<file path="config.mk">
export PLATFORM = sky130hd
export DESIGN_NAME = keypad_scan_ctrl
export DESIGN_NICKNAME = d
export VERILOG_FILES = /design/src/rtl/keypad_scan_ctrl.sv
export SDC_FILE = /design/constraint.sdc
export NUM_CORES = 1
export LEC_CHECK = 0
export CAP_MARGIN = 15
export CELL_PAD_IN_SITES_DETAIL_PLACEMENT = 1
export CELL_PAD_IN_SITES_GLOBAL_PLACEMENT = 1
export CORE_UTILIZATION = 34
export CTS_BUF_LIST = sky130_fd_sc_hd__clkbuf_16
export DETAILED_ROUTE_END_ITERATION = 12
export PLACE_DENSITY_LB_ADDON = 0.1
export SYNTH_ARGS = -nofsm -noshare
export SYNTH_HDL_FRONTEND = slang
export SYNTH_SLANG_ARGS = --single-unit
</file>
<file path="constraint.sdc">
create_clock -name clk -period 2.6 [get_ports clk]
set_input_delay 0.78 -clock clk [delete_from_list [all_inputs] [get_ports clk]]
set_output_delay 0.78 -clock clk [all_outputs]
set_load 0.05 [all_outputs]
</file>
<file path="src/rtl/keypad_scan_ctrl.sv">
// keypad_scan_ctrl: 4x4 keypad row scanner with press/release debounce and two-digit shift register.
// Optional feature: define KEYPAD_AUTOREPEAT_EN to re-strobe a held key every REPEAT_N scan ticks.
module keypad_scan_ctrl #(
    parameter int TICK_W     = 16,
    parameter int DEBOUNCE_N = 4,
    parameter int REPEAT_N   = 32
) (
    input  logic       clk,
    input  logic       reset,
    input  logic [3:0] col,
    output logic [3:0] r_sel,
    output logic [3:0] key_code,
    output logic       key_valid,
    output logic       key_held,
    output logic [3:0] digit_hi,
    output logic [3:0] digit_lo
);
    typedef enum logic [1:0] {SCAN, DEBOUNCE, HELD, RELEASE} state_t;

    localparam int CW = $clog2(DEBOUNCE_N + 1);
    localparam logic [CW-1:0] CMAX = CW'(DEBOUNCE_N);
    // Entry {row, col} holds the legend of that key; row 0 col 0 sits in the low nibble.
    localparam logic [63:0] KEYMAP = {4'hD, 4'hF, 4'h0, 4'hE,
                                      4'hC, 4'h9, 4'h8, 4'h7,
                                      4'hB, 4'h6, 4'h5, 4'h4,
                                      4'hA, 4'h3, 4'h2, 4'h1};

    state_t          state, n_state;
    logic [TICK_W-1:0] pre;
    logic            tick;
    logic [3:0]      c1, csync;
    logic [1:0]      row, n_row, cidx;
    logic [3:0]      lat, n_lat, code;
    logic [CW-1:0]   cnt, n_cnt;
    logic            fire;
`ifdef KEYPAD_AUTOREPEAT_EN
    localparam int RW = $clog2(REPEAT_N + 1);
    localparam logic [RW-1:0] RMAX = RW'(REPEAT_N);
    logic [RW-1:0]   rpt, n_rpt;
`endif

    assign tick = &pre;
    assign cidx = !lat[0] ? 2'd0 : !lat[1] ? 2'd1 : !lat[2] ? 2'd2 : 2'd3;
    assign code = KEYMAP[{row, cidx, 2'b00} +: 4];

    // State, scan position, counters, synchronizer and the registered key outputs.
    always_ff @(posedge clk or negedge reset) begin
        if (!reset) begin
            state     <= SCAN;
            pre       <= '0;
            c1        <= 4'hF;
            csync     <= 4'hF;
            row       <= 2'd0;
            lat       <= 4'hF;
            cnt       <= '0;
            key_valid <= 1'b0;
            key_code  <= 4'h0;
            digit_hi  <= 4'h0;
            digit_lo  <= 4'h0;
`ifdef KEYPAD_AUTOREPEAT_EN
            rpt       <= '0;
`endif
        end else begin
            state     <= n_state;
            pre       <= pre + 1'b1;
            c1        <= col;
            csync     <= c1;
            row       <= n_row;
            lat       <= n_lat;
            cnt       <= n_cnt;
            key_valid <= fire;
            key_code  <= fire ? code : key_code;
            digit_hi  <= fire ? digit_lo : digit_hi;
            digit_lo  <= fire ? code : digit_lo;
`ifdef KEYPAD_AUTOREPEAT_EN
            rpt       <= n_rpt;
`endif
        end
    end

    // Next-state logic: everything advances only on a scan tick.
    always_comb begin
        n_state = state;
        n_row   = row;
        n_lat   = lat;
        n_cnt   = cnt;
        fire    = 1'b0;
`ifdef KEYPAD_AUTOREPEAT_EN
        n_rpt   = rpt;
`endif
        if (tick) begin
            case (state)
                SCAN: begin
                    if ($countones(~csync) != 1) begin
                        n_row = row + 2'd1;
                    end else begin
                        n_lat   = csync;
                        n_cnt   = CW'(1);
                        n_state = DEBOUNCE;
                    end
                end
                DEBOUNCE: begin
                    if (csync != lat) begin
                        n_state = SCAN;
                    end else if (cnt >= CMAX - 1'b1) begin
                        n_cnt   = CMAX;
                        n_state = HELD;
                        fire    = 1'b1;
`ifdef KEYPAD_AUTOREPEAT_EN
                        n_rpt   = '0;
`endif
                    end else begin
                        n_cnt = cnt + 1'b1;
                    end
                end
                HELD: begin
                    if (csync == 4'hF) begin
                        n_cnt   = CW'(1);
                        n_state = RELEASE;
`ifdef KEYPAD_AUTOREPEAT_EN
                    end else if (rpt >= RMAX - 1'b1) begin
                        n_rpt = '0;
                        fire  = 1'b1;
                    end else begin
                        n_rpt = rpt + 1'b1;
`endif
                    end
                end
                RELEASE: begin
`ifdef KEYPAD_AUTOREPEAT_EN
                    n_rpt = '0;
`endif
                    if (csync != 4'hF) begin
                        n_state = HELD;
                    end else if (cnt >= CMAX - 1'b1) begin
                        n_cnt   = CMAX;
                        n_row   = row + 2'd1;
                        n_state = SCAN;
                    end else begin
                        n_cnt = cnt + 1'b1;
                    end
                end
                default: n_state = SCAN;
            endcase
        end
    end

    // Outputs decoded from the current state and row.
    always_comb begin
        r_sel    = ~(4'b0001 << row);
        key_held = (state == HELD) || (state == RELEASE);
    end
endmodule

</file>
Yosys cells after proc, flatten, opt, wreduce, memory -nomap -nowiden --
Index checks and enable logic that the tools add are counted.
Storage, ports and cells: bits in registers 44, memories kept 0, output and inout bits 18, logic and storage cells 69, memory bits (read-only) 0, bits in writable memories 0, input bits 6, latch bits 0
Operators by class: eq/ne operators 15, multiplexer cells 24, bitwise operators 3, multiply operators 0, order comparisons 1, shifts and indexed selects 2, reductions and logical operators 8, add/subtract/negate cells 6, divide/modulo/power cells 0
Operators with widths (number):
- $shiftx 64x7->4 const A | 1
- $reduce_and 20->1 | 3
- $mux 2 | 11
- $reduce_and 18->1 | 1
- $add 16x1->16 const B | 1
- $reduce_and 16->1 | 1
- $mux 3 | 5
- $ne 2x2->1 const B | 6
- $pmux 3 s4 | 1
- $not 4->4 | 2
- $pmux 2 s4 | 1
- $ne 3x3->1 const B | 2
- $mux 1 | 5
- $add 1x1->2 | 2
- $eq 2x2->1 const B | 2
- $eq 4x4->1 const B | 1
- $ne 4x4->1 | 1
- $ne 4x4->1 const B | 1
- $pmux 2 s2 | 1
- $shl 1x2->4 const A | 1
- $add 2x2->3 | 1
- $add 3x1->3 const B | 1
- $ge 3x2->1 const B | 1
- $ne 3x1->1 const B | 1
- other kinds (6) | 6

Depth between registers and ports, before layout --
Gate-level depths: netlist of the first run.
word-level depth 6, depth in mapped cells 9, mapped depth without buffers 9

Least setup slack after synthesis of the first run --
Ideal clock, no wire load.
path kind register -> register, start reg csync[0], end reg cnt[0], slack 0.083 ns, buffers on the path 0, required time 2.476 ns, setup time 0.124 ns, arrival 2.393 ns, period minus slack after synthesis 2.517 ns, cell stages (with the launch flop) 10, cell sequence dfstp_2 -> fa_1 -> inv_1 -> ha_1 -> ha_1 -> nor4b_1 -> nor3_1 -> and3b_1 -> nand2_1 -> a211o_1
Between the ends: cells in the longest elaborated chain, start to end 6, elaborated cells on any way between the ends 12, classes of those cells add/sub: 2; eq/ne: 8; bitwise: 1; reduce/logical: 1
Ends and longest elaborated chain:
- start: declaration | line 31 | logic [3:0] c1, csync;
- start signal: assignment | line 52 | csync <= 4'hF;
- start signal: assignment | line 67 | csync <= c1;
- $not 4->4 | line 94 | if ($countones(~csync) != 1) begin
- $add 1x1->2 (implied by the code) | line 94
- $add 2x2->3 (implied by the code) | line 94
- $ne 3x1->1 | line 94
- $ne 2x2->1 (no line)
- $reduce_and 20->1 (no line) (*)
- end signal: assignment | line 70 | cnt <= n_cnt;
- end: declaration | line 34 | logic [CW-1:0] cnt, n_cnt;
Mark *: on every way between the ends. The rest lies on a longest branch, timed or not. A chain may end at the register's enable or synchronous reset.

Final worst setup path of the first run --
start reg csync[3], end reg cnt[0]
Same word-level chain as after synthesis.

==> results list, run 1 <==
- Run status: completed
- The floorplan step set the die height to 83.2 um.
- Clock tree from TritonCTS: yes
- CTS sink count: 44
* Critical Path Fanout Max: 2
- The number of antenna violations at the first check in global routing is 0.
- Synthesis-to-layout area growth: 23.2%
* Antenna viol nets, final: 0
- Tracing the worst setup path back leads to its startpoint at csync[3].
- In this run the number of H-tree levels came out at 2.
* I/O pin total: 24
* Cell variety after synth: 37
- Yosys warns: 0
* Die width: 83.2 um
* Capture point of the worst path: cnt[0]
* Final weighted congestion in routability-driven placement: 0.756
- Cell area after placement: 2570 sq um
- Post-Layout Inst Area: 2760 sq um
- Register bit total from synthesis: 44
* Final routed DRC violation total: 0
- Counting cells, the worst reg-to-reg path comes to 9.
* Max Transition Viols Final: 0
- Smallest setup slack after layout: 0.0940 ns
* Portion of the clock cycle consumed by the worst path in the final layout: 0.964
- Via count normalized by instance count: 4.97
* Slew at the pin closest to its max-slew limit: 0.686 ns
- Core region area: 6350 sq um
* Area of the die: 6920 sq um
* Largest net degree at the start of global routing: 45
* Sort of element at the end of the critical path: register
* Clock-pin slew of the registers on the worst-case setup and hold paths: 0.06 ns
* Share of synthesized area occupied by flip-flops and latches: 0.498
- Category of the critical setup timing path: reg -> reg
- Across every metal layer, demand over resource in global routing totals 0.143.
- Setup violations remaining at the end of the flow were counted as 0.
- Final Hold Violating Endpoints: 0
- The routed layout has 1481 vias.
- In the final routing, the length of wire on met1 measures 2030 um.
* Via count of the first global-routing pass: 1618
- In this run the static leakage power is 1.28 nW.
- Synthesized instance count: 194
- Critical Path AT: 2.68 ns
- Wire segments on met2 add up to 2350 um in the final route.
* # rows: 29
* Hold_sp: c1[3]
- STA classifies the critical path startpoint as a register.
* Fmax: 0.399 GHz
- Largest buffer count on any clock path: 2
* Max-Cap Viols: 0
- Post-synth design cell area: 2240 sq um
- In the detailed route, the total length drawn on met3 is 125 um.
- The first detailed-routing pass took 4 iterations.
- TritonCTS Buffers: 5
* Starting density of the core: 0.353
* Data required time of the critical path: 2.77 ns
- Later-pin clock latency in the skew report: 0.28 ns
- Slew margin rel.: 0.539
* Worst-case setup slack after placement: -0.0930 ns
- Input/output buffers: 23
* Total overflow reported by the global router: 0
- Clk_skew: 0.00460 ns
- The tree is rooted in a sky130_fd_sc_hd__clkbuf_16.
- For this block, the routed nets add up to 4540 um of wire.
- Uppermost routed layer: met4
- Largest vdd supply drop: 0.305 mV
* Mean routed wirelength per cell: 15.2 um
- The repair_antennas step left the layout with diodes totalling 0.
- Hold Crit Class: reg -> reg
- Starting DRC count in detailed routing: 38
- For flop-to-flop paths, the worst setup slack is 0.09 ns.
- In the final layout, the share of cells above drive strength 1 is 0.240.
- Once detailed placement completed, the half-perimeter wirelength came to 3400 um.
- A synthesized cell averages 11.6 sq um.
* FF-to-FF End: cnt[0]
- The worst register-to-register path begins at csync[3].
- The number of nets in the synthesized netlist is 217.
- Power per cell area: 505 nW/um^2
* First-pass GRT wire length: 7910 um
- Tmin final: 2.51 ns
- NumNets Final: 243
==> cells in the mapped netlist, drive strengths merged <==
library cell	count	share of area
a2bb2oi	2	0.0078
buf	5	0.017
o21ai	4	0.0089
mux2i	2	0.0089
fa	1	0.0089
and4	6	0.023
nand3b	1	0.0033
dfrtp	32	0.36
or3	1	0.0050
nor4b	1	0.0039
o211ai	1	0.0033
clkbuf	4	0.0067
xor2	4	0.016
o31a	1	0.0039
ha	16	0.089
inv	15	0.025
o31ai	4	0.013
nand4	1	0.0028
nand2b	1	0.0028
nor3	4	0.014
nor3b	1	0.0033
and3b	1	0.0039
a211oi	1	0.0033
and2	2	0.0056
dfstp	12	0.14
mux2	14	0.070
a211o	2	0.0078
nand3	13	0.029
and3	5	0.014
nand2	14	0.025
nor2	4	0.0067
nand4b	1	0.0039
xnor2	15	0.059
a21oi	2	0.0045
a31oi	1	0.0028
==> routing by layer <==
| layer | global-route usage | up-vias |
|---|---|---|
| met5 | 0 | - |
| met4 | 0.0329 | 0 |
| met3 | 0.0368 | 4 |
| met2 | 0.243 | 24 |
| met1 | 0.182 | 740 |
| li1 | - | 713 |
==> how the worst min path moves through the flow <==
| stage | to | depth (start not counted) |
|---|---|---|
| after global placement | csync[2] | 0 |
| after detailed placement | csync[3] | 0 |
| after floorplan | csync[0] | 0 |
| after CTS | csync[3] | 0 |
| final | csync[3] | 0 |
| after global routing | csync[3] | 0 |
==> worst max-delay path: stages, from the launching register on <==
cell and delay [ns]:
sky130_fd_sc_hd__dfstp_2 0.55, sky130_fd_sc_hd__fa_1 0.41, sky130_fd_sc_hd__inv_1 0.07, sky130_fd_sc_hd__ha_2 0.18
sky130_fd_sc_hd__ha_4 0.21, sky130_fd_sc_hd__nor4b_4 0.33, sky130_fd_sc_hd__nor3_2 0.07, sky130_fd_sc_hd__and3b_2 0.26
sky130_fd_sc_hd__nand2_2 0.05, sky130_fd_sc_hd__a211o_1 0.27
==> sequential cells by signal (all words and copies together), names as in the netlist <==
signal,count
digit_lo,4
cnt,3
pre,16
row,2
c1,4
state,2
digit_hi,4
lat,4
csync,4
key_valid,1
==> metrics by stage <==
step	std cells	hold slack (ns)	setup TNS (ns)	util	total power, W
CTS	297	0.358	0	0.429	0.00140
global route	298	0.365	-0.00824	0.435	0.00146
detailed placement	289	0.349	-0.0930	0.405	0.000769
floorplan	194	0.345	0	-	0.000737
global placement	289	0.346	-0.0243	0.405	0.000767
finish	298	0.358	0	0.435	0.00139
==> report_power, final <==
| part | switching [W] | leakage [nW] | internal, W | total, W |
|---|---|---|---|---|
| clock | 0.000263 | 0.0747 | 0.000358 | 0.000621 |
| combinational | 0.0000364 | 0.651 | 0.0000361 | 0.0000725 |
| sequential | 0.00000434 | 0.558 | 0.000696 | 0.000701 |
==> logic make-up after synthesis <==
logic type / share of synthesized area
muxes: 0.0792
AOI/OAI and AO/OA: 0.0558
adders and majority gates: 0.0982
buffers and inverters: 0.0485
DFF: 0.498
and+or+nand+nor: 0.146
xor gates and xnor gates: 0.0742
==> layout by cell type, fill, tap and decap left out, types with 2 or more instances in the layout <==
cell type | Yosys | layout
sky130_fd_sc_hd__dfrtp_1 | 32 | 32
sky130_fd_sc_hd__clkdlybuf4s50_1 | 0 | 18
sky130_fd_sc_hd__inv_1 | 15 | 15
sky130_fd_sc_hd__xnor2_1 | 15 | 15
sky130_fd_sc_hd__mux2_2 | 14 | 14
sky130_fd_sc_hd__ha_1 | 16 | 14
sky130_fd_sc_hd__nand3_1 | 13 | 13
sky130_fd_sc_hd__nand2_1 | 13 | 12
sky130_fd_sc_hd__dfstp_2 | 12 | 12
sky130_fd_sc_hd__and4_1 | 6 | 6
sky130_fd_sc_hd__buf_4 | 5 | 6
sky130_fd_sc_hd__and3_1 | 5 | 5
sky130_fd_sc_hd__clkbuf_16 | 0 | 5
sky130_fd_sc_hd__o21ai_0 | 4 | 4
sky130_fd_sc_hd__xor2_1 | 4 | 4
sky130_fd_sc_hd__nor2_1 | 4 | 4
sky130_fd_sc_hd__o31ai_1 | 4 | 4
sky130_fd_sc_hd__buf_12 | 0 | 3
sky130_fd_sc_hd__and2_1 | 2 | 2
sky130_fd_sc_hd__a211o_1 | 2 | 2
sky130_fd_sc_hd__nand2_2 | 1 | 2
sky130_fd_sc_hd__a2bb2oi_1 | 2 | 2
sky130_fd_sc_hd__nor3_1 | 3 | 2
sky130_fd_sc_hd__mux2i_1 | 2 | 2
sky130_fd_sc_hd__a21oi_1 | 2 | 2
sky130_fd_sc_hd__inv_4 | 0 | 2
==> area by class of cell <==
cell class	count	area (sq um)
clock buffer	5	125
clock inverter	3	21.3
fill	673	3590
inverter	15	56.3
multi-input combinational	126	1060
sequential	44	1120
tap	77	96.3
timing repair buffer	28	290
==> timing repair <==
item                                    CTS  global route
endpoints found under the setup margin    1             1
buffers inserted                          0             1
gates resized for setup                   1             6
pin swaps                                 1             3
hold buffers                              0             0
Power figures use the tool's default switching activity.
==> run 2: changes to the inputs <==
--- a/config.mk
+++ b/config.mk
@@ -8,6 +8,7 @@
 export CAP_MARGIN = 15
 export CELL_PAD_IN_SITES_DETAIL_PLACEMENT = 1
 export CELL_PAD_IN_SITES_GLOBAL_PLACEMENT = 1
+export CORE_MARGIN = 10
 export CORE_UTILIZATION = 34
 export CTS_BUF_LIST = sky130_fd_sc_hd__clkbuf_16
 export DETAILED_ROUTE_END_ITERATION = 12
==> run 2 against run 1 <==
Sequential cell count is the same. Clock power is essentially flat. Non-clock buffer count shrank 1. Sequential share of layout area shrank 0.055 points. Clock-buffer cell count is the same. Routed wire length grew 1.9%. Clock skew grew 0.0018 ns. Die area grew 48%. Total power grew 0.33%.
==> results list, run 2 (same netlist as run 1, synthesis figures left out) <==
- The total power was 0.00140 W (+0.33%).
* Run status: completed
- The die boundary width came to 101 um (+22%).
- The final-report hold violation count was 0 (unchanged).
- Setup repair after global routing could not meet its margin everywhere.
- Capture point of the worst path: cnt[0]
- The chip height was 101 um (+22%).
- The worst register-to-register path ends at cnt[0].
- The flop-to-flop setup slack was 0.08 ns (about the same).
- Critical path launch point type: register
* Fin Setup TNS: 0 ns (unchanged)
- Setup repair bufs after CTS: 0 (unchanged)
- The number of placed instances with taps included is 289 (unchanged).
- # rows: 29 (unchanged)
* Sort of element at the end of the critical path: register
- TritonCTS built the clock tree.
* Portion of the clock cycle consumed by the worst path in the final layout: 0.969 (+0.00530)
- Core region area: 6390 sq um (+0.57%)
* Max-Cap Viols: 0 (unchanged)
* Number of cells on the worst hold path: 0 (unchanged)
- Area of the die: 10200 sq um (+48%)
- The placed wire-length estimate after detailed placement came to 3540 um (+4.2%).
* Largest net degree at the start of global routing: 25 (-44%)
- Hold Crit Class: reg -> reg
* NumNets Final: 242 (-0.41%)
- The routability-driven placement congestion ratio came to 0.755 (about the same).
- The detailed-router iteration count before antenna repair was 2 (-2).
- Mean routed wirelength per cell: 15.6 um (+2.3%)
- Post-layout utilization of the core: 0.433 (-0.00188)
- Clock tree root buffer cell: sky130_fd_sc_hd__clkbuf_16
- Fmax: 0.397 GHz (-0.55%)
- The largest buffer count on any clock path came to 2 (unchanged).
- H-tree depth: 2 (unchanged)
* Final setup violation count: 0 (unchanged)
- Via count: 1494 (+0.88%)
* Register with the most flip-flops: pre
- The worst hold margin was 0.357 ns (-0.000993 ns).
* Tmin final: 2.52 ns (+0.0138 ns)
- Starting density of the core: 0.351 (-0.00201)
- Critical Path AT: 2.69 ns (about the same)
- The final setup skew was 0.00642 ns (+0.00182 ns).
- The maximum fanout count along the critical path came to 3 (+1).
* Post-Route WL: 4630 um (+1.9%)
- The layout cell share with drive strength beyond 1 was 0.236 (-0.00346).
* Number of antenna violations at the first check in global routing: 0 (unchanged)
* Commonest cells after routing, fill and taps aside: sky130_fd_sc_hd__dfrtp_1, sky130_fd_sc_hd__clkdlybuf4s50_1, sky130_fd_sc_hd__inv_1, sky130_fd_sc_hd__xnor2_1
- The antenna diode count is 0 (unchanged).
- The number of global-route vias before repair is 1711 (+5.7%).
* TritonCTS Buffers: 5 (unchanged)
- The endpoint required time on the critical path came to 2.77 ns (about the same).
- The depth of the worst register-to-register path was 9 (unchanged).
- The number of pins with negative max-slew slack in the final report was 0 (unchanged).
- Layout Cells excl Fill: 297 (-0.34%)
* Most common cell after layout, fill and taps aside: sky130_fd_sc_hd__dfrtp_1
- Total overflow reported by the global router: 0 (unchanged)
- Hold_sp: c1[1]
- The static power due to leakage is 1.28 nW (about the same).
- Via count normalized by instance count: 5.03 (+1.2%)
- Starting DRC count in detailed routing: 26 (-32%)
- Total Routing Usage GR: 0.0978 (-0.0449)
- Power per cell area: 506 nW/um^2 (+0.19%)
- The worst register-to-register path begins at csync[3].
- The count of nets left with antenna violations after detail routing is 0 (unchanged).
- The source-to-sink clock delay at the later pin of the worst-skew pair was 0.29 ns (about the same).
* Origin of the worst setup path: csync[3]
- I/O pin total: 24 (unchanged)
- Final routed DRC violation total: 0 (unchanged)
- Slew at the pin closest to its max-slew limit: 0.672 ns (-0.0133 ns)
- The first-pass GRT wire length is 8040 um (+1.7%).
- The clock-pin transition on the worst setup and hold timing paths is 0.06 ns (about the same).
- Largest register FFs: 16 (unchanged)
* Slew margin rel.: 0.548 (+0.00896)
- The worst setup path is of the reg -> reg kind.
- Synthesis-to-layout area growth: 23.3%
- The quantity of I/O buffers inserted on ports was 23 (unchanged).
- The maximum VDD drop was 0.344 mV (+13%).
- CTS sink count: 44 (unchanged)
-- run 2: worst max-delay path: stages (launching register included) --
cell and delay [ns]:
sky130_fd_sc_hd__dfstp_2 0.54, sky130_fd_sc_hd__fa_1 0.42, sky130_fd_sc_hd__inv_1 0.07, sky130_fd_sc_hd__ha_2 0.19, sky130_fd_sc_hd__ha_4 0.21, sky130_fd_sc_hd__nor4b_4 0.30
sky130_fd_sc_hd__nor3_2 0.06, sky130_fd_sc_hd__and3b_2 0.27, sky130_fd_sc_hd__nand2_2 0.06, sky130_fd_sc_hd__a211o_1 0.27
-- run 2: area by class of cell --
| type | instances | area [sq um] |
|---|---|---|
| multi-input cells | 126 | 1060 |
| fillers | 685 | 3620 |
| repair buffers | 27 | 295 |
| well taps | 77 | 96.3 |
| inverters | 15 | 56.3 |
| flip-flops and latches | 44 | 1120 |
| clock inverters | 3 | 20.0 |
| clock buffers | 5 | 125 |
-- run 2: how the worst min path moves through the flow --
stage / endpoint
3_5_place_dp: csync[1]
3_3_place_gp: csync[2]
5_1_grt: csync[3]
2_1_floorplan: csync[0]
4_1_cts: csync[1]
6_report: csync[1]
-- run 2: routing by layer --
layer / share of wire / global-route usage
met1: 0.42 / 0.102
met2: 0.52 / 0.174
met3: 0.050 / 0.0361
met4: 0.016 / 0.0386
met5: 0 / 0
-- run 2: metrics by stage --
| step | worst slack (ns) | cell area (sq um) |
|---|---|---|
| 2_1_floorplan | 0.0827 | 2240 |
| 3_3_place_gp | -0.0379 | 2580 |
| 4_1_cts | 0.0235 | 2730 |
| 5_1_grt | -0.0400 | 2770 |
| 6_report | 0.0803 | 2770 |
| 3_5_place_dp | -0.0797 | 2580 |
-- run 2: power by group --
part,total (W),switching [W],internal (W)
Sequential,0.000700,0.00000407,0.000696
Combinational,0.0000741,0.0000367,0.0000374
Clock,0.000624,0.000266,0.000358
Total,0.00140,0.000307,0.00109
-- run 2: repair_timing --
item                                    4_1_cts  5_1_grt
pin swaps                                     1        4
endpoints found under the setup margin        1        1
hold buffers                                  0        0
resized for setup                             1        6
==> run 3: changes to the inputs <==
--- a/config.mk
+++ b/config.mk
@@ -8,7 +8,6 @@
 export CAP_MARGIN = 15
 export CELL_PAD_IN_SITES_DETAIL_PLACEMENT = 1
 export CELL_PAD_IN_SITES_GLOBAL_PLACEMENT = 1
-export CORE_MARGIN = 10
 export CORE_UTILIZATION = 34
 export CTS_BUF_LIST = sky130_fd_sc_hd__clkbuf_16
 export DETAILED_ROUTE_END_ITERATION = 12
==> constraint.sdc (replaced) <==
create_clock -name clk -period 2.9 [get_ports clk]
set_input_delay 0.87 -clock clk [delete_from_list [all_inputs] [get_ports clk]]
set_output_delay 0.87 -clock clk [all_outputs]
set_load 0.05 [all_outputs]
==> run 3 against run 2 <==
Total power is 14% lower. Clock skew is 0.0030 ns lower. Register-to-register slack better by 0.18 ns. Sequential share of layout area is 1.5 points higher. Via count is 3.0% lower. Non-clock buffer count is 2 lower. Combinational power is 33% lower. Highest routed layer unchanged.
==> results list, run 3 (same netlist as run 1, synthesis figures left out) <==
- The flow ran to the end, and the final reports show no timing, DRC or antenna violations.
- Total Routing Usage GR: 0.139 (+0.0415)
* Commonest cells after routing, fill and taps aside: sky130_fd_sc_hd__dfrtp_1, sky130_fd_sc_hd__clkdlybuf4s50_1, sky130_fd_sc_hd__ha_1, sky130_fd_sc_hd__inv_1, sky130_fd_sc_hd__xnor2_1
* Max Transition Viols Final: 0 (unchanged)
- Final Hold Violating Endpoints: 0 (unchanged)
- Input/output buffers: 23 (unchanged)
* CTS sink count: 44 (unchanged)
- Clk_skew: 0.00342 ns (-0.00299 ns)
- The switching portion of total power was 0.206 (-0.0132).
* Top delay family on crit path: buffers and inverters
* H-tree depth: 2 (unchanged)
- The flip-flop count of the largest register, all copies and words added is 16 (unchanged).
- The worst setup path is launched from a register.
- Clock-pin slew of the registers on the worst-case setup and hold paths: 0.06 ns (about the same)
- The slowest stage of the critical path belongs to the cell sky130_fd_sc_hd__clkdlybuf4s50_1.
- The endpoint required time on the critical path is 2.03 ns (-0.74 ns).
* Portion of the clock cycle consumed by the worst path in the final layout: 0.949
* Largest net degree at the start of global routing: 24 (-4.0%)
* Sequential Power Share: 0.521 (+0.020)
- The first-pass GRT wire length came to 7670 um (-4.6%).
- Max-Cap Viols: 0 (unchanged)
* Critical Path AT: 1.88 ns (-0.81 ns)
* Net switching power of the design: 0.000250 W (-19%)
* Starting DRC count in detailed routing: 43 (+65%)
- Leaving out fill and tap cells, the most frequent cell in the layout is sky130_fd_sc_hd__dfrtp_1.
* Final setup violation count: 0 (unchanged)
* Layout Cells excl Fill: 295 (-0.67%)
- Die width: 83.2 um (-18%)
- The floorplan row count came to 29 (unchanged).
* Via count of the first global-routing pass: 1571 (-8.2%)
- The actual slew at the worst max-slew pin was 0.675 ns (+0.00273 ns).
- Total overflow reported by the global router: 0 (unchanged)
* Worst Path Buf+Inv: 2 (+1)
* Power per cell area: 454 nW/um^2 (-10%)
* Fmax: 0.363 GHz
- The number of clock buffers inserted by TritonCTS came to 5 (unchanged).
- The via count normalized by instance count came to 4.91 (-2.4%).
- In this run the worst setup path begins at row[0].
- Largest vdd supply drop: 0.307 mV (-11%)
- The delay contributed by the slowest stage of the critical path is 0.79 ns (+0.25 ns).
* Category of the critical setup timing path: reg -> out
- The total DRC errors in the routed layout is 0 (unchanged).
* Hold Crit Class: reg -> reg
- Relative to the synthesized area, the layout overhead comes to 18.8%.
* Number of antenna violations at the first check in global routing: 0 (unchanged)
- RSZ-0062 raised after global routing: no
- Relative contribution of the clock network to total power: 0.438 (-0.008)
- The worst setup slack after layout was 0.147 ns (+0.0672 ns).
* Final weighted congestion in routability-driven placement: 0.737 (-2.3%)
- Internal power consumption: 0.000960 W (-12%)
* Critical Path, Cell by Cell: ha_1 -> inv_1 -> clkdlybuf4s50_1
- The routed length per placed instance is 14.9 um (-4.2%).
* Later-pin clock latency in the skew report: 0.28 ns (about the same)
- Clock tree root buffer cell: sky130_fd_sc_hd__clkbuf_16
- The setup slack after placement was 0.194 ns (+0.274 ns).
* NumNets Final: 240 (-0.83%)
- The top-level port count was 24 (unchanged).
- Number of placed instances with taps included: 287 (-0.69%)
* Starting density of the core: 0.353 (+0.00201)
- The core outline area was 6350 sq um (-0.57%).
- Hold_sp: c1[1]
- The largest buffer count on any clock path was 2 (unchanged).
* Register with the most flip-flops: pre
- The chip height was 83.2 um (-18%).
* Area of the die: 6920 sq um (-32%)
* Leakage power total: 1.24 nW (-3.0%)
- Antenna viol nets, final: 0 (unchanged)
* Sort of element at the end of the critical path: primary output
* Tmin final: 2.75 ns
- Via count: 1449 (-3.0%)
- The layout cell share with drive strength beyond 1 is 0.197 (-0.0391).
* Post-Route WL: 4400 um (-4.9%)
* DPL Wire Length: 3370 um (-4.9%)
- The antenna diode count came to 0 (unchanged).
- Critical Path Fanout Max: 10 (+7)
- Clock tree from TritonCTS: yes
- Hold buffer count at cts: 0 (unchanged)
- The worst register-to-register path begins at csync[3].
* Portion of total power attributed to combinational logic: 0.041 (-0.012)
- The total negative setup slack came to 0 ns (unchanged).
- The worst slew margin relative to its limit came to 0.546 (-0.00184).
* Drt first pass iters: 2 (unchanged)
[run 3: per-stage QoR]
step                      hold WS, ns   util  power (W)  area (sq um)
final                           0.356  0.420    0.00121          2660
after global routing            0.359  0.420    0.00126          2660
after CTS                       0.357  0.419    0.00123          2660
after detailed placement        0.348  0.397   0.000688          2520
after global placement          0.348  0.397   0.000685          2520
after floorplan                 0.345      -   0.000661          2240
[run 3: metal layers]
layer | share of wire | vias to the layer above | GRT usage
met5 | 0 | - | 0
met4 | 0.011 | 0 | 0.0517
met3 | 0.026 | 4 | 0.0268
met2 | 0.47 | 22 | 0.223
met1 | 0.49 | 716 | 0.187
li1 | - | 707 | -
[run 3: layout make-up]
cell class                 count  area (sq um)
tap                           77          96.3
multi-input combinational    126          1020
sequential                    44          1120
timing repair buffer          25           233
clock inverter                 3          13.8
fill                         677          3690
clock buffer                   5           125
inverter                      15          56.3
[run 3: worst paths after layout]
kind / end / slack (ns) / cells after the start
max: r_sel[3] / 0.15 / 3
min: csync[1] / 0.36 / 0
max reg2reg: cnt[0] / 0.26 / 9
min reg2reg: csync[1] / 0.36 / 0
max in group asynchronous: lat[2] / 2.00 / 2
min in group asynchronous: digit_hi[2] / 0.37 / 1
[run 3: power by group through the flow]
| stage | sequential (W) | combinational [W] | clock (W) |
|---|---|---|---|
| floorplan | 0.000639 | 0.0000213 | 0 |
| global placement | 0.000640 | 0.0000451 | 0 |
| detailed placement | 0.000640 | 0.0000473 | 0 |
| CTS | 0.000630 | 0.0000478 | 0.000551 |
| global route | 0.000630 | 0.0000574 | 0.000576 |
| finish | 0.000630 | 0.0000497 | 0.000530 |
[run 3: what timing repair did]
| item | in CTS | in global routing |
|---|---|---|
| gates resized for setup | 0 | 1 |
| setup buffers | 0 | 0 |
| endpoints found under the setup margin | 0 | 1 |
==> RTL change 1, RTL diff (settings of run 1) <==
Encoding of `state_t`: now one-hot (4 bits for 4 states).
--- a/src/rtl/keypad_scan_ctrl.sv
+++ b/src/rtl/keypad_scan_ctrl.sv
@@ -15,7 +15,7 @@
     output logic [3:0] digit_hi,
     output logic [3:0] digit_lo
 );
-    typedef enum logic [1:0] {SCAN, DEBOUNCE, HELD, RELEASE} state_t;
+    typedef enum logic [3:0] {SCAN = 4'b0001, DEBOUNCE = 4'b0010, HELD = 4'b0100, RELEASE = 4'b1000} state_t;
 
     localparam int CW = $clog2(DEBOUNCE_N + 1);
     localparam logic [CW-1:0] CMAX = CW'(DEBOUNCE_N);
Formal check against the unedited RTL: no difference found for any inputs over 10 cycles, from zero or initial values and one cycle with reset low; not proved beyond that.
==> RTL change 1 against run 1 <==
  * Total power rose by 0.61%
  * Area after synthesis rose by 6.8%
  * Cell area rose by 8.4%
  * Synthesized cell count rose by 4.1%
  * Worst setup slack got worse by 85 ps
  * Critical path depth did not move
  * Sequential cell count rose by 2
  * Routed wire length rose by 9.4%
  * Critical path type unchanged
  * Critical endpoint unchanged
  * Largest cell class is now multi-input gates
==> RTL change 1: results (changes against run 1) <==
stage	metric	value	unit	change
cts	Clk Latency, worst-skew pair	290	ps	
cells_and_area	Most flops, register	pre		unchanged
cells_and_area	max reg flops	16		unchanged
cts	H-tree levels	2		unchanged
critical_path	reg2reg path depth	9		unchanged
synth	share of flip-flops with an asynchronous set or reset	100	%	unchanged
drt	drt initial violations	81		was 38
global_routing	vias in the first global route	1745		was 1,618
cells_and_area	share of cells above drive strength 1	30.3	%	was 24.0%
placed_design	IO buf count	23		unchanged
synth	top cells by area, synth	dfrtp_1, dfstp_2, mux2_2		was dfrtp_1, dfstp_2, ha_1
drt	routed vias/inst	4.74		was 4.97
drt	drt first pass iters	4		unchanged
placed_design	dpl hpwl	3760	um	was 3400 um
placed_design	GPL Wtd Cong	0.813		was 0.756
synth	fraction of synthesized area in multiplexers	10.6	%	was 7.92%
synth	Compound-Gate Fraction of Synth Area	5.12	%	was 5.58%
sta	post-route clock skew	6.85	ps	was 4.60 ps
synth	commonest register cell after synthesis	dfrtp_1		unchanged
global_routing	antenna violations before repair	0		unchanged
cells_and_area	Nets	255		was 243
cts	Worst-path clk slew	60	ps	about the same
global_routing	GRT Resource Usage Total	15.1	%	was 14.3%
power_and_ir_drop	Leak Pwr	1.38	nW	was 1.28 nW
power_and_ir_drop	switching power total	0.291	mW	was 0.303 mW
synth	sequential area share after synthesis	48.7	%	was 49.8%
synth	Synthesized Nets	224		was 217
global_routing	first-pass GRT wire length	8490	um	was 7910 um
power_and_ir_drop	worst vdd ir	0.297	mV	was 0.305 mV
synth	Synth Area in XOR/XNOR	7.68	%	was 7.42%
status	status	finished, final reports clean		unchanged
cts	Root Driver	clkbuf_16		unchanged
synth	adder-cell area share of the yosys netlist	8.67	%	was 9.82%
placed_design	Setup WS pre-CTS	-112	ps	was -93.0 ps
sta	Max-Slew Margin vs Limit	44.9	%	was 53.9%
synth	Yosys cell types	38		was 37
cts	CTS buffer count	5		unchanged
synth	top cells by count, synth	dfrtp_1, mux2_2, inv_1		was dfrtp_1, ha_1, inv_1, xnor2_1, mux2_2
critical_path	Worst Path Max Fanout	3		was 2
global_routing	largest net degree at the start of global routing	38		was 45
min_path	WHS Path Cells	0		unchanged
critical_path	WP data arrival	2760	ps	was 2680 ps
cells_and_area	Antenna Diode Count	0		unchanged
drt	wire per inst	15.1	um	was 15.2 um
min_path	Hold WC Path Type	flip-flop to flip-flop		unchanged
cts	Bufs on Longest Clock Path	2		unchanged
synth	Synth Warn #	0		unchanged
-- RTL change 1: timing repair --
action,in CTS,in global routing
resized for setup,10,5
pin swaps,4,4
gates cloned,0,0
setup buffers,1,0
setup endpoints to repair,7,7
-- RTL change 1: area by class of cell --
| class | instances | area (um^2) |
|---|---|---|
| Clock inverter | 3 | 15.0 |
| Timing Repair Buffer | 34 | 299 |
| Tap cell | 96 | 120 |
| Sequential cell | 46 | 1170 |
| Inverter | 17 | 63.8 |
| Fill cell | 733 | 3800 |
| Multi-Input combinational cell | 129 | 1200 |
| Clock buffer | 5 | 125 |
-- RTL change 1: logic make-up (layout without fill, tap and decap cells) --
kind of cell             after synthesis  after routing
flip-flops                            46             46
multiplexers                          23             23
buffers and inverters                 27             59
AND/OR/NAND/NOR                       53             53
AO/OA/AOI/OAI                         16             16
XOR/XNOR                              21             21
adder cells (fa/ha/maj)               16             16
-- RTL change 1: routing by layer --
layer	track usage [%]	share of wire, %	vias up
met5	0	0	-
met1	18.1	46	784
met3	3.66	3.6	5
met4	5.00	1.4	0
li1	-	-	749
met2	26.4	49	25
-- RTL change 1: critical path: stages, from the launching register on --
cell and delay, ps:
dfstp_2 540, fa_1 410, inv_1 70, ha_2 180, ha_4 200, nor3b_4 180
nand2b_4 180, o41ai_4 80, a211oi_4 290, mux2_4 330
-- RTL change 1: metrics by stage --
step / cell area [um^2] / instances
after floorplan: 2400 / 202
after global routing: 2990 / 330
after detailed placement: 2760 / 321
final: 2990 / 330
after CTS: 2970 / 330
after global placement: 2760 / 321
-- RTL change 1: path summary, 6_finish.rpt --
kind / from / to / slack [ps]
worst max-delay path: csync[0] / cnt[0] / 9
worst min-delay path: c1[0] / csync[0] / 360
worst max register to register: csync[0] / cnt[0] / 9
worst min register to register: c1[0] / csync[0] / 360
max in group asynchronous: reset / pre[4] / 1360
min in group asynchronous: reset / digit_hi[2] / 590
-- RTL change 1: power groups by stage --
stage                     logic, mW  clock network (mW)  registers [mW]
after floorplan              0.0167                   0           0.744
after CTS                    0.0669               0.637           0.731
final                        0.0642               0.607           0.731
after detailed placement     0.0499                   0           0.744
after global placement       0.0481                   0           0.743
after global routing         0.0721               0.658           0.732
==> RTL change 2, RTL diff (settings of run 1) <==
Without the edit above. The parameter `DEBOUNCE_N` goes from 4 to 8.
--- a/src/rtl/keypad_scan_ctrl.sv
+++ b/src/rtl/keypad_scan_ctrl.sv
@@ -2,7 +2,7 @@
 // Optional feature: define KEYPAD_AUTOREPEAT_EN to re-strobe a held key every REPEAT_N scan ticks.
 module keypad_scan_ctrl #(
     parameter int TICK_W     = 16,
-    parameter int DEBOUNCE_N = 4,
+    parameter int DEBOUNCE_N = 8,
     parameter int REPEAT_N   = 32
 ) (
     input  logic       clk,
Function: no difference found for any inputs over 10 cycles, from zero or initial values and one cycle with reset low; that may be too few to reach the edited logic, so the function may still have changed.
==> RTL change 2 against run 1 <==
  * The flow now finishes with violations (setup timing)
  * Worst setup slack lost 190 ps
  * Area after synthesis shrank 0.45%
  * Combinational power shrank 4.6%
  * Count of clock-buffer cells in the layout is the same
  * Utilization is essentially flat
  * Routed wire length shrank 5.2%
  * Sequential cell count grew 1
  * Cell area is essentially flat
  * Total power grew 2.7%
  * Critical endpoint is now cnt[2]
==> RTL change 2: results (changes against run 1) <==
stage	metric	value	unit	change
status	failing checks	setup timing		
synth	Synthesized Nets	211		was 217
cells_and_area	share of cells above drive strength 1	26.8	%	was 24.0%
sta	total negative slack	-276	ps	was 0 ps
synth	Compound-Gate Fraction of Synth Area	5.61	%	was 5.58%
synth	Syn Area/Cell	11.7	um^2	was 11.6 um^2
sta	post-route clock skew	5.81	ps	was 4.60 ps
synth	fraction of synthesized area in multiplexers	9.36	%	was 7.92%
synth	adder-cell area share of the yosys netlist	8.74	%	was 9.82%
synth	Synth Area in XOR/XNOR	7.46	%	was 7.42%
critical_path	reg2reg path depth	8		was 9
global_routing	first-pass GRT wire length	7750	um	was 7910 um
min_path	hold endpoint	csync[2]		was csync[3]
placed_design	DP Area	0.00260	mm^2	was 0.00257 mm^2
power_and_ir_drop	worst vdd ir	0.289	mV	was 0.305 mV
critical_path	CP delay by family, top	simple AND/OR/NAND/NOR gates		was adder cells
synth	top cells by count, synth	dfrtp_1, inv_1, ha_1, nand2_1, mux2_2		was dfrtp_1, ha_1, inv_1, xnor2_1, mux2_2
cells_and_area	fill count	675		was 673
synth	top cells by area, synth	dfrtp_1, dfstp_2, ha_1		unchanged
drt	vias	1475		was 1,481
drt	Metal-1 WL	1880	um	was 2030 um
power_and_ir_drop	switching power total	0.321	mW	was 0.303 mW
sta	final setup fails	4		was 0
sta	slew at the pin with the worst max-slew slack	737	ps	was 686 ps
drt	Detail Route met3 WL	126	um	was 125 um
min_path	worst hold start	c1[2]		was c1[3]
global_routing	largest net degree at the start of global routing	26		was 45
placed_design	GPL Wtd Cong	0.692		was 0.756
placed_design	dpl hpwl	3200	um	was 3400 um
sta	Setup WS post-layout	-93.1	ps	was 94.0 ps
sta	Hold WS	358	ps	about the same
drt	wire per inst	14.5	um	was 15.2 um
global_routing	GRT Resource Usage Total	14.1	%	was 14.3%
synth	sequential area share after synthesis	51.1	%	was 49.8%
status	status	finished with violations		was finished, final reports clean
## RTL change 2: cell types whose count changed after synthesis, moves of 3 or more
cell     delta
and3_1      -4
and4_1      -3
nand3_1     -3
xnor2_1     -3
xor2_1      +3
## RTL change 2: layer usage
layer | global-route usage (%) | up-vias
li1 | - | 699
met1 | 16.8 | 748
met2 | 25.3 | 23
met3 | 3.28 | 5
met4 | 3.76 | 0
met5 | 0 | -
## RTL change 2: layout make-up
cell class / count / area [um^2] / area share (%)
multi-input combinational: 120 / 1030 / 37.2
timing repair buffer: 31 / 288 / 10.4
clock inverter: 3 / 23.8 / 0.861
tap: 77 / 96.3 / 3.49
inverter: 16 / 60.1 / 2.17
clock buffer: 5 / 125 / 4.53
sequential: 45 / 1140 / 41.3
## RTL change 2: cells by family after synthesis
| group | count (synthesis) |
|---|---|
| adders and majority gates | 15 |
| muxes | 18 |
| buffers and inverters | 25 |
| xor gates and xnor gates | 19 |
| DFF | 45 |
| and+or+nand+nor | 50 |
| AOI/OAI and AO/OA | 18 |
## RTL change 2: worst max path at each step
stage	startpoint	end	depth (start not counted)
final	csync[1]	cnt[2]	8
after global routing	csync[1]	state[0]	10
after CTS	csync[1]	state[0]	10
after detailed placement	csync[1]	cnt[1]	10
after global placement	csync[1]	cnt[2]	8
after floorplan	csync[1]	cnt[2]	9
## RTL change 2: repair_timing
| item | CTS | global route |
|---|---|---|
| resized for setup | 3 | 1 |
| endpoints found under the setup margin | 5 | 8 |
| buffers inserted | 1 | 0 |
## RTL change 2: metrics by stage
step / setup slack, ps / power, mW
after detailed placement: -186 / 0.800
final: -93.1 / 1.43
after floorplan: -72.6 / 0.763
after global placement: -115 / 0.797
after global routing: -274 / 1.50
after CTS: -89.9 / 1.45
